[config.mk]
export PLATFORM = sky130hd
export DESIGN_NAME = p2m_echo_request_deser
export DESIGN_NICKNAME = d
export VERILOG_FILES = /design/src/rtl/p2m_echo_request_deser.sv
export SDC_FILE = /design/constraint.sdc
export NUM_CORES = 1
export LEC_CHECK = 0
export BUFFER_PORTS_ARGS = -buffer_cell sky130_fd_sc_hd__buf_4
export CAP_MARGIN = 20
export CORE_UTILIZATION = 50
export DETAILED_ROUTE_END_ITERATION = 12
export PLACE_DENSITY_LB_ADDON = 0.3
export RECOVER_POWER = 100
export SKIP_CTS_REPAIR_TIMING = 1
export SYNTH_ARGS = -nofsm -noshare
export SYNTH_HDL_FRONTEND = slang
export SYNTH_SLANG_ARGS = --single-unit
export TNS_END_PERCENT = 100
[constraint.sdc]
create_clock -name CLK -period 7 [get_ports CLK]
set_clock_uncertainty 0.2 [all_clocks]
set_input_delay 2.1 -clock CLK [delete_from_list [all_inputs] [get_ports CLK]]
set_output_delay 2.1 -clock CLK [all_outputs]
set_load 0.005 [all_outputs]
[src/rtl/p2m_echo_request_deser.sv]
// Pipe-to-method deserializer for EchoRequest: reassembles header+payload words from the host
// pipe and invokes say/say2 through a ready/enable handshake; malformed messages are drained.
module p2m_echo_request_deser #(
    parameter int unsigned WORD_W = 32,
    parameter int unsigned ERR_W  = 8
) (
    input  logic              CLK,
    input  logic              nRST,
    input  logic              pipe_enq_ena,
    input  logic [WORD_W-1:0] pipe_enq_v,
    output logic              pipe_enq_rdy,
    output logic              say_ena,
    output logic [31:0]       say_v,
    input  logic              say_rdy,
    output logic              say2_ena,
    output logic [31:0]       say2_a,
    output logic [31:0]       say2_b,
    input  logic              say2_rdy,
    output logic [ERR_W-1:0]  err_count,
    output logic              busy
);

    typedef enum logic [1:0] {
        StHdr,
        StPayload,
        StDispatch,
        StDrain
    } state_e;

    state_e           state_q, state_d;
    logic             is_say2_q, is_say2_d;
    logic [15:0]      len_q, len_d;
    logic [15:0]      rem_q, rem_d;
    logic [31:0]      say_v_q, say_v_d;
    logic [31:0]      say2_a_q, say2_a_d;
    logic [31:0]      say2_b_q, say2_b_d;
    logic [ERR_W-1:0] err_q, err_d;

    logic        accept;
    logic [15:0] hdr_id;
    logic [15:0] hdr_len;
    logic        hdr_valid;
    logic [15:0] rem_dec;
    logic [15:0] slot;
    logic        fire;

    assign accept    = pipe_enq_ena && pipe_enq_rdy;
    assign hdr_id    = pipe_enq_v[31:16];
    assign hdr_len   = pipe_enq_v[15:0];
    assign hdr_valid = ((hdr_id == 16'd0) && (hdr_len == 16'd2)) ||
                       ((hdr_id == 16'd1) && (hdr_len == 16'd3));
    assign rem_dec   = rem_q - 16'd1;
    // Argument slot index counts up from 0 as remaining counts down.
    assign slot      = len_q - 16'd1 - rem_q;
    assign fire      = (state_q == StDispatch) && (is_say2_q ? say2_rdy : say_rdy);

    always_comb begin
        state_d   = state_q;
        is_say2_d = is_say2_q;
        len_d     = len_q;
        rem_d     = rem_q;
        say_v_d   = say_v_q;
        say2_a_d  = say2_a_q;
        say2_b_d  = say2_b_q;
        err_d     = err_q;

        unique case (state_q)
            StHdr: begin
                if (accept) begin
                    is_say2_d = hdr_id[0];
                    len_d     = hdr_len;
                    rem_d     = hdr_len - 16'd1;
                    if (hdr_valid) begin
                        state_d = StPayload;
                    end else begin
                        if (err_q != {ERR_W{1'b1}}) begin
                            err_d = err_q + 1'b1;
                        end
                        // len of 0 or 1 means the header was the whole message.
                        state_d = (hdr_len <= 16'd1) ? StHdr : StDrain;
                    end
                end
            end
            StPayload: begin
                if (accept) begin
                    if (slot == 16'd0) begin
                        if (is_say2_q) begin
                            say2_a_d = pipe_enq_v[31:0];
                        end else begin
                            say_v_d = pipe_enq_v[31:0];
                        end
                    end else if (slot == 16'd1) begin
                        say2_b_d = pipe_enq_v[31:0];
                    end
                    rem_d = rem_dec;
                    if (rem_dec == 16'd0) begin
                        state_d = StDispatch;
                    end
                end
            end
            StDispatch: begin
                if (fire) begin
                    state_d = StHdr;
                end
            end
            StDrain: begin
                if (accept) begin
                    rem_d = rem_dec;
                    if (rem_dec == 16'd0) begin
                        state_d = StHdr;
                    end
                end
            end
            default: state_d = StHdr;
        endcase
    end

    always_ff @(posedge CLK or negedge nRST) begin
        if (!nRST) begin
            state_q   <= StHdr;
            is_say2_q <= 1'b0;
            len_q     <= 16'd0;
            rem_q     <= 16'd0;
            say_v_q   <= 32'd0;
            say2_a_q  <= 32'd0;
            say2_b_q  <= 32'd0;
            err_q     <= '0;
        end else begin
            state_q   <= state_d;
            is_say2_q <= is_say2_d;
            len_q     <= len_d;
            rem_q     <= rem_d;
            say_v_q   <= say_v_d;
            say2_a_q  <= say2_a_d;
            say2_b_q  <= say2_b_d;
            err_q     <= err_d;
        end
    end

    always_comb begin
        pipe_enq_rdy = (state_q != StDispatch);
        busy         = (state_q != StHdr);
        say_ena      = fire && !is_say2_q;
        say2_ena     = fire && is_say2_q;
        say_v        = say_v_q;
        say2_a       = say2_a_q;
        say2_b       = say2_b_q;
        err_count    = err_q;
    end

endmodule

==> results of run 1 <==
-- synth_stat cells (all sizes together) (6+ instances only) --
cell type | number | share of area, %
a211oi | 6 | 0.67
a21oi | 26 | 1.8
a31oi | 6 | 0.50
buf | 13 | 1.6
clkbuf | 18 | 0.91
dfrtp | 139 | 47
ha | 22 | 3.7
inv | 27 | 1.4
mux2 | 113 | 20
mux2i | 8 | 1.1
nand2 | 40 | 2.0
nand2b | 6 | 0.50
nand3 | 23 | 1.5
nand4 | 7 | 0.79
nor2 | 44 | 2.2
nor3 | 16 | 1.1
nor4 | 8 | 1.1
o21ai | 29 | 2.0
or3 | 6 | 0.50
xnor2 | 18 | 2.1
xor2 | 11 | 1.3
-- worst paths after layout --
path,end,cells after the start
max,say2_a[24],10
min,say_v[17],1
max reg2reg,say2_a[24],13
min reg2reg,say_v[17],1
max in group asynchronous,rem_q[12],2
min in group asynchronous,say_v[15],1
-- power breakdown --
group	internal (W)	switching [W]
Clock	0.000613	0.000340
Sequential	0.000922	0.000153
Combinational	0.000544	0.000760
Total	0.00208	0.00125
-- flip-flops by register name (all words and copies together), names as in the netlist --
register	flops
say_v	32
say2_b	32
say2_a	32
err_count	8
state_q	2
is_say2_q	1
len_q	16
rem_q	16
-- metrics by stage --
stage	util [%]	worst slack [ns]	instances	hold slack, ns
final	60.9	1.59	974	0.286
after global routing	60.9	1.27	974	0.306
after CTS	63.5	2.16	974	0.303
after detailed placement	59.2	1.91	943	0.287
after global placement	59.2	1.98	943	0.269
after floorplan	-	2.44	641	0.256
-- kinds of logic after synthesis --
logic type / Yosys count
xor+xnor: 29
fa+ha+maj: 23
mux: 121
simple gates: 167
compound gates: 103
buf+inv: 59
flops: 139
-- worst reg2reg max path: cells and delay by family (launching register included) --
kind,cells,cell delay [ns]
adders and majority gates,2,0.58
AOI/OAI and AO/OA,4,1.09
xor gates and xnor gates,1,0.14
DFF,1,0.40
muxes,1,0.41
and+or+nand+nor,2,0.51
buffers and inverters,3,0.71
-- cells in the final DEF, fill, tap and decap left out, types with 18 or more instances in the layout --
| cell type | netlist | layout |
|---|---|---|
| dfrtp_1 | 139 | 139 |
| clkbuf_4 | 0 | 82 |
| mux2_1 | 10 | 66 |
| nor2_1 | 44 | 44 |
| mux2_2 | 42 | 42 |
| nand2_1 | 40 | 40 |
| buf_4 | 0 | 37 |
| clkbuf_1 | 18 | 30 |
| o21ai_0 | 28 | 28 |
| inv_1 | 27 | 27 |
| a21oi_1 | 25 | 25 |
| nand3_1 | 23 | 23 |
| ha_1 | 22 | 22 |
| xnor2_1 | 18 | 18 |
-- per-layer routing --
layer  vias up  GRT usage (%)  routed length [um]
met5         -              0                   0
met4         0           8.18                 294
met3        20           5.54                1050
met2       184           40.6                9050
met1      2840           36.2                8350
li1       2569              -                   -
-- layout make-up --
cell class / count / area [um2] / area share, %
flip-flops and latches: 139 / 3480 / 39.3
well taps: 184 / 230 / 2.60
clock inverters: 11 / 166 / 1.88
repair buffers: 149 / 1010 / 11.4
clock buffers: 20 / 457 / 5.16
multi-input cells: 443 / 3410 / 38.5
inverters: 28 / 105 / 1.19
==> impl_metrics.py, run 1 <==
metrics = {
    "status": {
        "status": "finished, violations left",
        "violations": "max-capacitance violations, max-slew violations",
    },
    "setup_path": {
        "critPathTopFamily": "buffers and inverters",
        "slowest_stage": "clkbuf_1",
        "critPathBufInv": 2,
        "crit_arrival_ns": 5.51,
        "worstPathMaxFanout": 32,
        "crit-reg2reg-launch": "rem_q[0]",
        "startpoint": "pipe_enq_ena",
        "crit_type": "input port to register",
        "crit_required_ns": 7.09,
        "regToRegSetupSlack_ns": 2.83,
        "worst_path_largest_cell_delay_ns": 0.83,
        "cp-start-kind": "input port",
        "cp_common_cell": "nand4_1",
        "cp_cell_sequence": "clkbuf_1, nand4b_1, a21oi_1, nand4_1, a2111oi_0, and4b_1, nand4_1, nor4_1, buf_4, mux2_1",
        "cp-end-kind": "register",
    },
    "finish": {
        "num-nets-final": 838,
        "drive_above_1_share_pct": 26.1,
        "fin_area_um2": 8860,
        "fillers": 1245,
        "area_delta_synth_final_pct": 19.0,
        "diodes": 0,
    },
    "synth": {
        "syn_inst": 641,
        "synth_nets": 701,
        "synth_top_family_by_area": "multiplexers",
        "yosys_register_bits": 139,
        "yosysSeqAreaShare_pct": 46.7,
        "synth_adder_area_share_pct": 3.97,
        "synth_area_um2": 7440,
        "async_reset_ff_share_pct": 100,
        "synth_xor_area_share_pct": 3.41,
        "yosys_warnings": 0,
        "synthSimpleGateAreaFrac_pct": 11.6,
        "yosys.cell_types.count": 61,
        "syn_avg_cell_area_um2": 11.6,
        "synth_compound_area_share_pct": 9.13,
        "synth_edf_count": 0,
        "ys.flop_type": "dfrtp_1",
        "synth_mux_area_share_pct": 21.2,
    },
    "floorplanning": {
        "die-area_um2": 15400,
        "start_util_pct": 51.2,
        "io_pins": 145,
        "fp.dieH_um": 124,
        "coreArea_um2": 14500,
        "fp.dieW_um": 124,
        "rows": 44,
    },
    "hold_path": {
        "hold_path.class": "register to register",
        "worstHoldStart": "say_v[17]",
    },
    "power_and_ir_drop": {
        "power_w": 0.00333,
        "peakVddDrop_v": 0.000168,
        "power_density_nw_per_um2": 376,
        "p_leak_nw": 4.37,
    },
    "routing": {
        "drtIter0Drc": 353,
        "remaining_drc_errors": 0,
        "drt_pre_antenna_iters": 5,
        "vias_per_cell": 5.76,
        "antenna_left": 0,
        "num_vias": 5613,
        "routedWlPerCell_um": 19.2,
        "drt-total-wl_mm": 18.7,
    },
    "cts": {
        "cts_sinks": 139,
        "cts.htree.levels": 4,
        "cts_buffers": 17,
        "cts_buffer_depth": 2,
        "path_clk_slew_ns": 0.06,
        "clk_latency_ns": 0.42,
        "clock-root-buffer": "clkbuf_16",
        "cts_tree": "yes",
    },
    "grt": {
        "grt_max_degree": 96,
        "antenna_found_initial": 0,
        "grt_overflow_total": 0,
        "grt_first_pass_wirelength_mm": 29.9,
        "grt_pass1_vias": 5611,
        "grt.total_usage_pct": 26.0,
    },
    "timing": {
        "setup_viol": 0,
        "finalSetupTns_ns": 0,
        "fin_crit_ns": 5.41,
        "tightest_slew_ns": 2.35,
        "fin_crit_sh_pct": 77.3,
        "maxSlewHeadroom_pct": -56.9,
        "drv_slew": 96,
        "clock.fmax_mhz": 185,
        "final_hold_viol_count": 0,
        "rsz0062_at_grt": "no",
    },
    "place": {
        "port_buffers": 144,
        "gp_congestion": 0.892,
        "dp_hpwl_mm": 13.3,
        "post_dp_cell_area_um2": 8610,
    },
    "job": {
        "cap_violations": 1,
    },
}
No activity file was read; power rests on OpenSTA's default activity.
==> run 2: changes to the inputs <==
- clock period: 7 -> 5.3 ns (I/O delays scaled with it)
==> run 2 against run 1 <==
The flow still finishes with violations (max-capacitance violations, max-slew violations). First-iteration DRC count fell by 2.5%. Cell count rose by 0.21%. Global-route usage fell by 0.79 points. Clock power rose by 10%. Non-clock buffer count rose by 2.
==> impl_metrics.py, run 2 (synthesis results as in run 1) <==
metrics = {
    "setup_path": {
        "worst_path_largest_cell_delay_ns": 0.77,
        "worstPathMaxFanout": 32,
        "cp-end-kind": "register",
        "cp_cell_sequence": "clkbuf_1, nand4b_1, a21oi_1, nand4_1, a2111oi_2, and4b_1, nand4_4, nor4_1, buf_12, mux2_2",
        "crit_arrival_ns": 4.63,
        "critPathBufInv": 2,
        "r2r_end": "say2_a[0]",
        "crit_required_ns": 5.40,
        "critPathTopFamily": "simple AND/OR/NAND/NOR gates",
        "worst-r2r-cell-count": 13,
        "crit_type": "input port to register",
        "cp-start-kind": "input port",
        "crit-reg2reg-launch": "rem_q[0]",
        "slowest_stage": "clkbuf_1",
        "regToRegSetupSlack_ns": 1.17,
    },
    "floorplanning": {
        "fp.dieH_um": 124,
        "start_util_pct": 51.2,
        "coreArea_um2": 14500,
        "die-area_um2": 15400,
        "io_pins": 145,
        "fp.dieW_um": 124,
        "rows": 44,
    },
    "hold_path": {
        "hold_path.class": "register to register",
        "min_to": "say2_b[23]",
        "worstHoldStart": "say2_b[23]",
        "holdPathStages": 1,
    },
    "job": {
        "cap_violations": 2,
    },
    "cts": {
        "cts_buffer_depth": 2,
        "cts_sinks": 139,
        "cts.htree.levels": 4,
        "path_clk_slew_ns": 0.06,
        "cts_buffers": 17,
        "clk_latency_ns": 0.42,
        "cts_tree": "yes",
        "clock-root-buffer": "clkbuf_16",
    },
    "routing": {
        "route.met2.wl_mm": 8.78,
        "wl_met1_mm": 8.13,
        "highest_layer": "met4",
        "num_vias": 5592,
        "antenna_left": 0,
        "drtIter0Drc": 344,
        "route.met3.wl_mm": 1.08,
        "routedWlPerCell_um": 18.8,
        "drt_pre_antenna_iters": 4,
        "remaining_drc_errors": 0,
        "vias_per_cell": 5.73,
        "drt-total-wl_mm": 18.4,
    },
    "grt": {
        "antenna_found_initial": 0,
        "grt_overflow_total": 0,
        "grt.total_usage_pct": 25.2,
        "grt_first_pass_wirelength_mm": 29.2,
        "grt_pass1_vias": 5608,
        "grt_max_degree": 80,
    },
    "power_and_ir_drop": {
        "seq_power_share_pct": 34.4,
        "switchingPower_w": 0.00169,
        "p_leak_nw": 4.34,
        "pwr-share-clk_pct": 24.8,
        "internal_power_w": 0.00254,
        "power_frac_comb_pct": 40.8,
        "power_density_nw_per_um2": 479,
        "peakVddDrop_v": 0.000266,
        "swShare_pct": 39.9,
        "power_w": 0.00423,
    },
    "finish": {
        "area_delta_synth_final_pct": 18.6,
        "drive_above_1_share_pct": 26.9,
        "final_common_cell": "dfrtp_1",
        "num-nets-final": 840,
        "most-common-layout-cells": "139 x dfrtp_1, 85 x clkbuf_4, 63 x mux2_1",
        "fillers": 1248,
        "diodes": 0,
    },
    "timing": {
        "fin_crit_sh_pct": 85.5,
        "fin_crit_ns": 4.53,
        "setup_viol": 0,
        "maxSlewHeadroom_pct": -28.1,
        "finalSetupTns_ns": 0,
        "final_hold_viol_count": 0,
        "tightest_slew_ns": 1.92,
        "clock.fmax_mhz": 221,
        "rsz0062_at_grt": "no",
        "drv_slew": 112,
    },
    "status": {
        "violations": "max-capacitance violations, max-slew violations",
        "status": "finished, violations left",
    },
    "place": {
        "dp_hpwl_mm": 13.3,
        "port_buffers": 144,
        "gp_congestion": 0.924,
    },
}
-- run 2: worst max-delay path by stage --
stage | start | to | slack (ns) | cells after the start
after global placement | pipe_enq_v[4] | err_count[7] | 0.85 | 9
after floorplan | pipe_enq_ena | say_v[10] | 1.30 | 10
after global routing | nRST | say_v[24] | 0.47 | 2
final | pipe_enq_ena | say2_a[0] | 0.77 | 10
after CTS | rem_q[0] | say2_b[4] | 1.17 | 13
after detailed placement | pipe_enq_v[4] | err_count[7] | 0.74 | 9
-- run 2: cell type report --
| cell class | instances | area [um2] | share of cell area [%] |
|---|---|---|---|
| Sequential cell | 139 | 3480 | 39.4 |
| Multi-Input combinational cell | 443 | 3440 | 39.0 |
| Timing Repair Buffer | 151 | 1050 | 11.9 |
| Clock buffer | 20 | 447 | 5.06 |
| Tap cell | 184 | 230 | 2.61 |
| Inverter | 28 | 105 | 1.19 |
| Clock inverter | 11 | 71.3 | 0.808 |
-- run 2: worst register-to-register path, cell delays in order, from the launching register on --
cell and delay, ns:
dfrtp_1 0.41, inv_1 0.15, ha_1 0.20, inv_1 0.06, fa_1 0.39, nand2b_1 0.19, a21o_1 0.21, a211oi_1 0.55
o41ai_2 0.12, xor2_1 0.14, o211ai_1 0.21, nor4_1 0.49, buf_12 0.30, mux2_2 0.39
-- run 2: routing by layer --
metal / GRT usage [%] / vias up
met5: 0 / -
met4: 9.82 / 0
met3: 5.95 / 33
met2: 38.2 / 194
met1: 35.1 / 2794
li1: - / 2571
-- run 2: power groups by stage --
stage	clock, W	sequential (W)	combinational (W)
floorplan	0	0.00134	0.00141
global placement	0	0.00146	0.00172
detailed placement	0	0.00147	0.00175
CTS	0.00106	0.00145	0.00176
global route	0.00111	0.00148	0.00192
finish	0.00105	0.00146	0.00172
-- run 2: per-stage QoR --
stage | utilization (%) | setup WS, ns | hold WS [ns] | cell area (um2) | cells
6_report | 60.7 | 0.769 | 0.282 | 8830 | 976
5_1_grt | 60.7 | 0.472 | 0.309 | 8830 | 976
4_1_cts | 63.1 | 1.17 | 0.291 | 9170 | 976
3_5_place_dp | 59.5 | 0.736 | 0.277 | 8650 | 945
3_3_place_gp | 59.5 | 0.853 | 0.271 | 8650 | 945
2_1_floorplan | - | 1.30 | 0.256 | 7440 | 641
==> run 3: changes to the inputs <==
- clock period: 5.3 -> 4.75 ns (I/O delays scaled with it)
==> run 3 against run 2 <==
The flow still finishes with violations (max-capacitance violations, max-slew violations). Cell count increased by 0.10%. Largest cell class unchanged. Via count increased by 1.4%. Critical path depth increased by 3. Sequential share of layout area decreased by 0.29 points. Hold slack improved by 0.0035 ns. Largest power group unchanged. Core utilization increased by 0.45 points. Sequential cell count unchanged. Wire length increased by 2.7%. Power increased by 15%. Global-route usage increased by 0.66 points. Combinational power increased by 13%. Clock power increased by 25%.
==> impl_metrics.py, run 3 (synthesis results as in run 1) <==
metrics = {
    "grt": {
        "antenna_found_initial": 0,
        "grt_first_pass_wirelength_mm": 29.7,
        "grt_pass1_vias": 5575,
        "grt.total_usage_pct": 25.9,
        "grt_max_degree": 85,
        "grt_overflow_total": 0,
    },
    "setup_path": {
        "worstPathMaxFanout": 32,
        "crit_type": "register to register",
        "crit_required_ns": 4.84,
        "regToRegSetupSlack_ns": 0.61,
        "crit_arrival_ns": 4.23,
        "startpoint": "rem_q[0]",
        "crit-reg2reg-launch": "rem_q[0]",
        "cp-end-kind": "register",
        "cp-start-kind": "register",
    },
    "timing": {
        "rsz0062_at_grt": "no",
        "tightest_slew_ns": 2.06,
        "fin_crit_ns": 4.14,
        "maxSlewHeadroom_pct": -37.5,
        "fin_crit_sh_pct": 87.1,
        "final_hold_viol_count": 0,
        "setup_viol": 0,
        "finalSetupTns_ns": 0,
        "drv_slew": 84,
        "clock.fmax_mhz": 242,
    },
    "floorplanning": {
        "io_pins": 145,
        "start_util_pct": 51.2,
        "die-area_um2": 15400,
        "fp.dieH_um": 124,
        "fp.dieW_um": 124,
        "rows": 44,
        "coreArea_um2": 14500,
    },
    "hold_path": {
        "worstHoldStart": "say_v[17]",
        "hold_path.class": "register to register",
    },
    "cts": {
        "cts_buffer_depth": 2,
        "cts_tree": "yes",
        "cts_sinks": 139,
        "cts_buffers": 17,
        "path_clk_slew_ns": 0.06,
        "cts.htree.levels": 4,
        "clock-root-buffer": "clkbuf_16",
        "clk_latency_ns": 0.42,
    },
    "finish": {
        "area_delta_synth_final_pct": 19.4,
        "diodes": 0,
        "final_common_cell": "dfrtp_1",
        "multiInputGateArea_um2": 3430,
        "most-common-layout-cells": "139 x dfrtp_1, 86 x clkbuf_4, 66 x mux2_1",
        "register_area_um2": 3480,
        "drive_above_1_share_pct": 26.7,
        "finish.utilization_pct": 61.2,
        "fillers": 1225,
        "num-nets-final": 840,
    },
    "power_and_ir_drop": {
        "power_density_nw_per_um2": 547,
        "peakVddDrop_v": 0.000263,
        "p_leak_nw": 4.37,
    },
    "routing": {
        "antenna_left": 0,
        "drt_pre_antenna_iters": 5,
        "drtIter0Drc": 403,
        "remaining_drc_errors": 0,
        "routedWlPerCell_um": 19.3,
        "num_vias": 5669,
        "vias_per_cell": 5.80,
        "drt-total-wl_mm": 18.8,
    },
    "place": {
        "port_buffers": 144,
        "gp_congestion": 0.884,
        "dp_hpwl_mm": 13.6,
    },
    "status": {
        "status": "finished, violations left",
        "violations": "max-capacitance violations, max-slew violations",
    },
    "job": {
        "cap_violations": 1,
    },
}
[run 3: report_power, final]
part | internal, W | leakage [nW] | switching, W | total (W)
logic | 0.000803 | 2.23 | 0.00115 | 0.00195
registers | 0.00136 | 1.86 | 0.000241 | 0.00160
clock network | 0.000790 | 0.284 | 0.000521 | 0.00131
total | 0.00295 | 4.37 | 0.00191 | 0.00487
[run 3: area by class of cell]
cell class	instances	share of cell area [%]
clock buffer	19	4.98
clock inverter	13	1.60
inverter	28	1.18
multi-input combinational	443	38.5
sequential	139	39.1
tap	184	2.59
timing repair buffer	151	12.0
[run 3: path summary, 6_finish.rpt]
check | endpoint | cells past startpoint
max reg2reg | say2_a[4] | 13
max in group asynchronous | say2_b[16] | 1
min | say_v[17] | 1
min in group asynchronous | say_v[14] | 1
min reg2reg | say_v[17] | 1
max | say2_a[4] | 13
[run 3: routing by layer]
layer	vias up	track usage [%]	wire length (um)
met5	-	0	0
li1	2579	-	-
met3	32	5.95	1090
met2	208	40.9	9320
met1	2850	34.8	8070
met4	0	9.45	367
[run 3: worst max-delay path, stage by stage, from the launching register on]
cell and delay [ns]:
dfrtp_1 0.40, inv_1 0.14, ha_1 0.20, inv_1 0.06, fa_1 0.41, nand2b_1 0.19, a21o_1 0.21, a211oi_1 0.47
o41ai_1 0.14, xor2_1 0.15, o211ai_1 0.22, nor4_4 0.25, clkbuf_4 0.54, mux2_1 0.40
[run 3: stage by stage]
stage               std cells  hold WS [ns]  instance area (um2)  setup slack, ns  total power, W
finish                    977         0.286                 8890            0.613         0.00487
CTS                       977         0.291                 9260            0.696         0.00493
global route              977         0.301                 8890            0.386         0.00519
floorplan                 641         0.256                 7440            0.912         0.00307
detailed placement        945         0.277                 8670            0.590         0.00361
global placement          945         0.270                 8670            0.668         0.00355
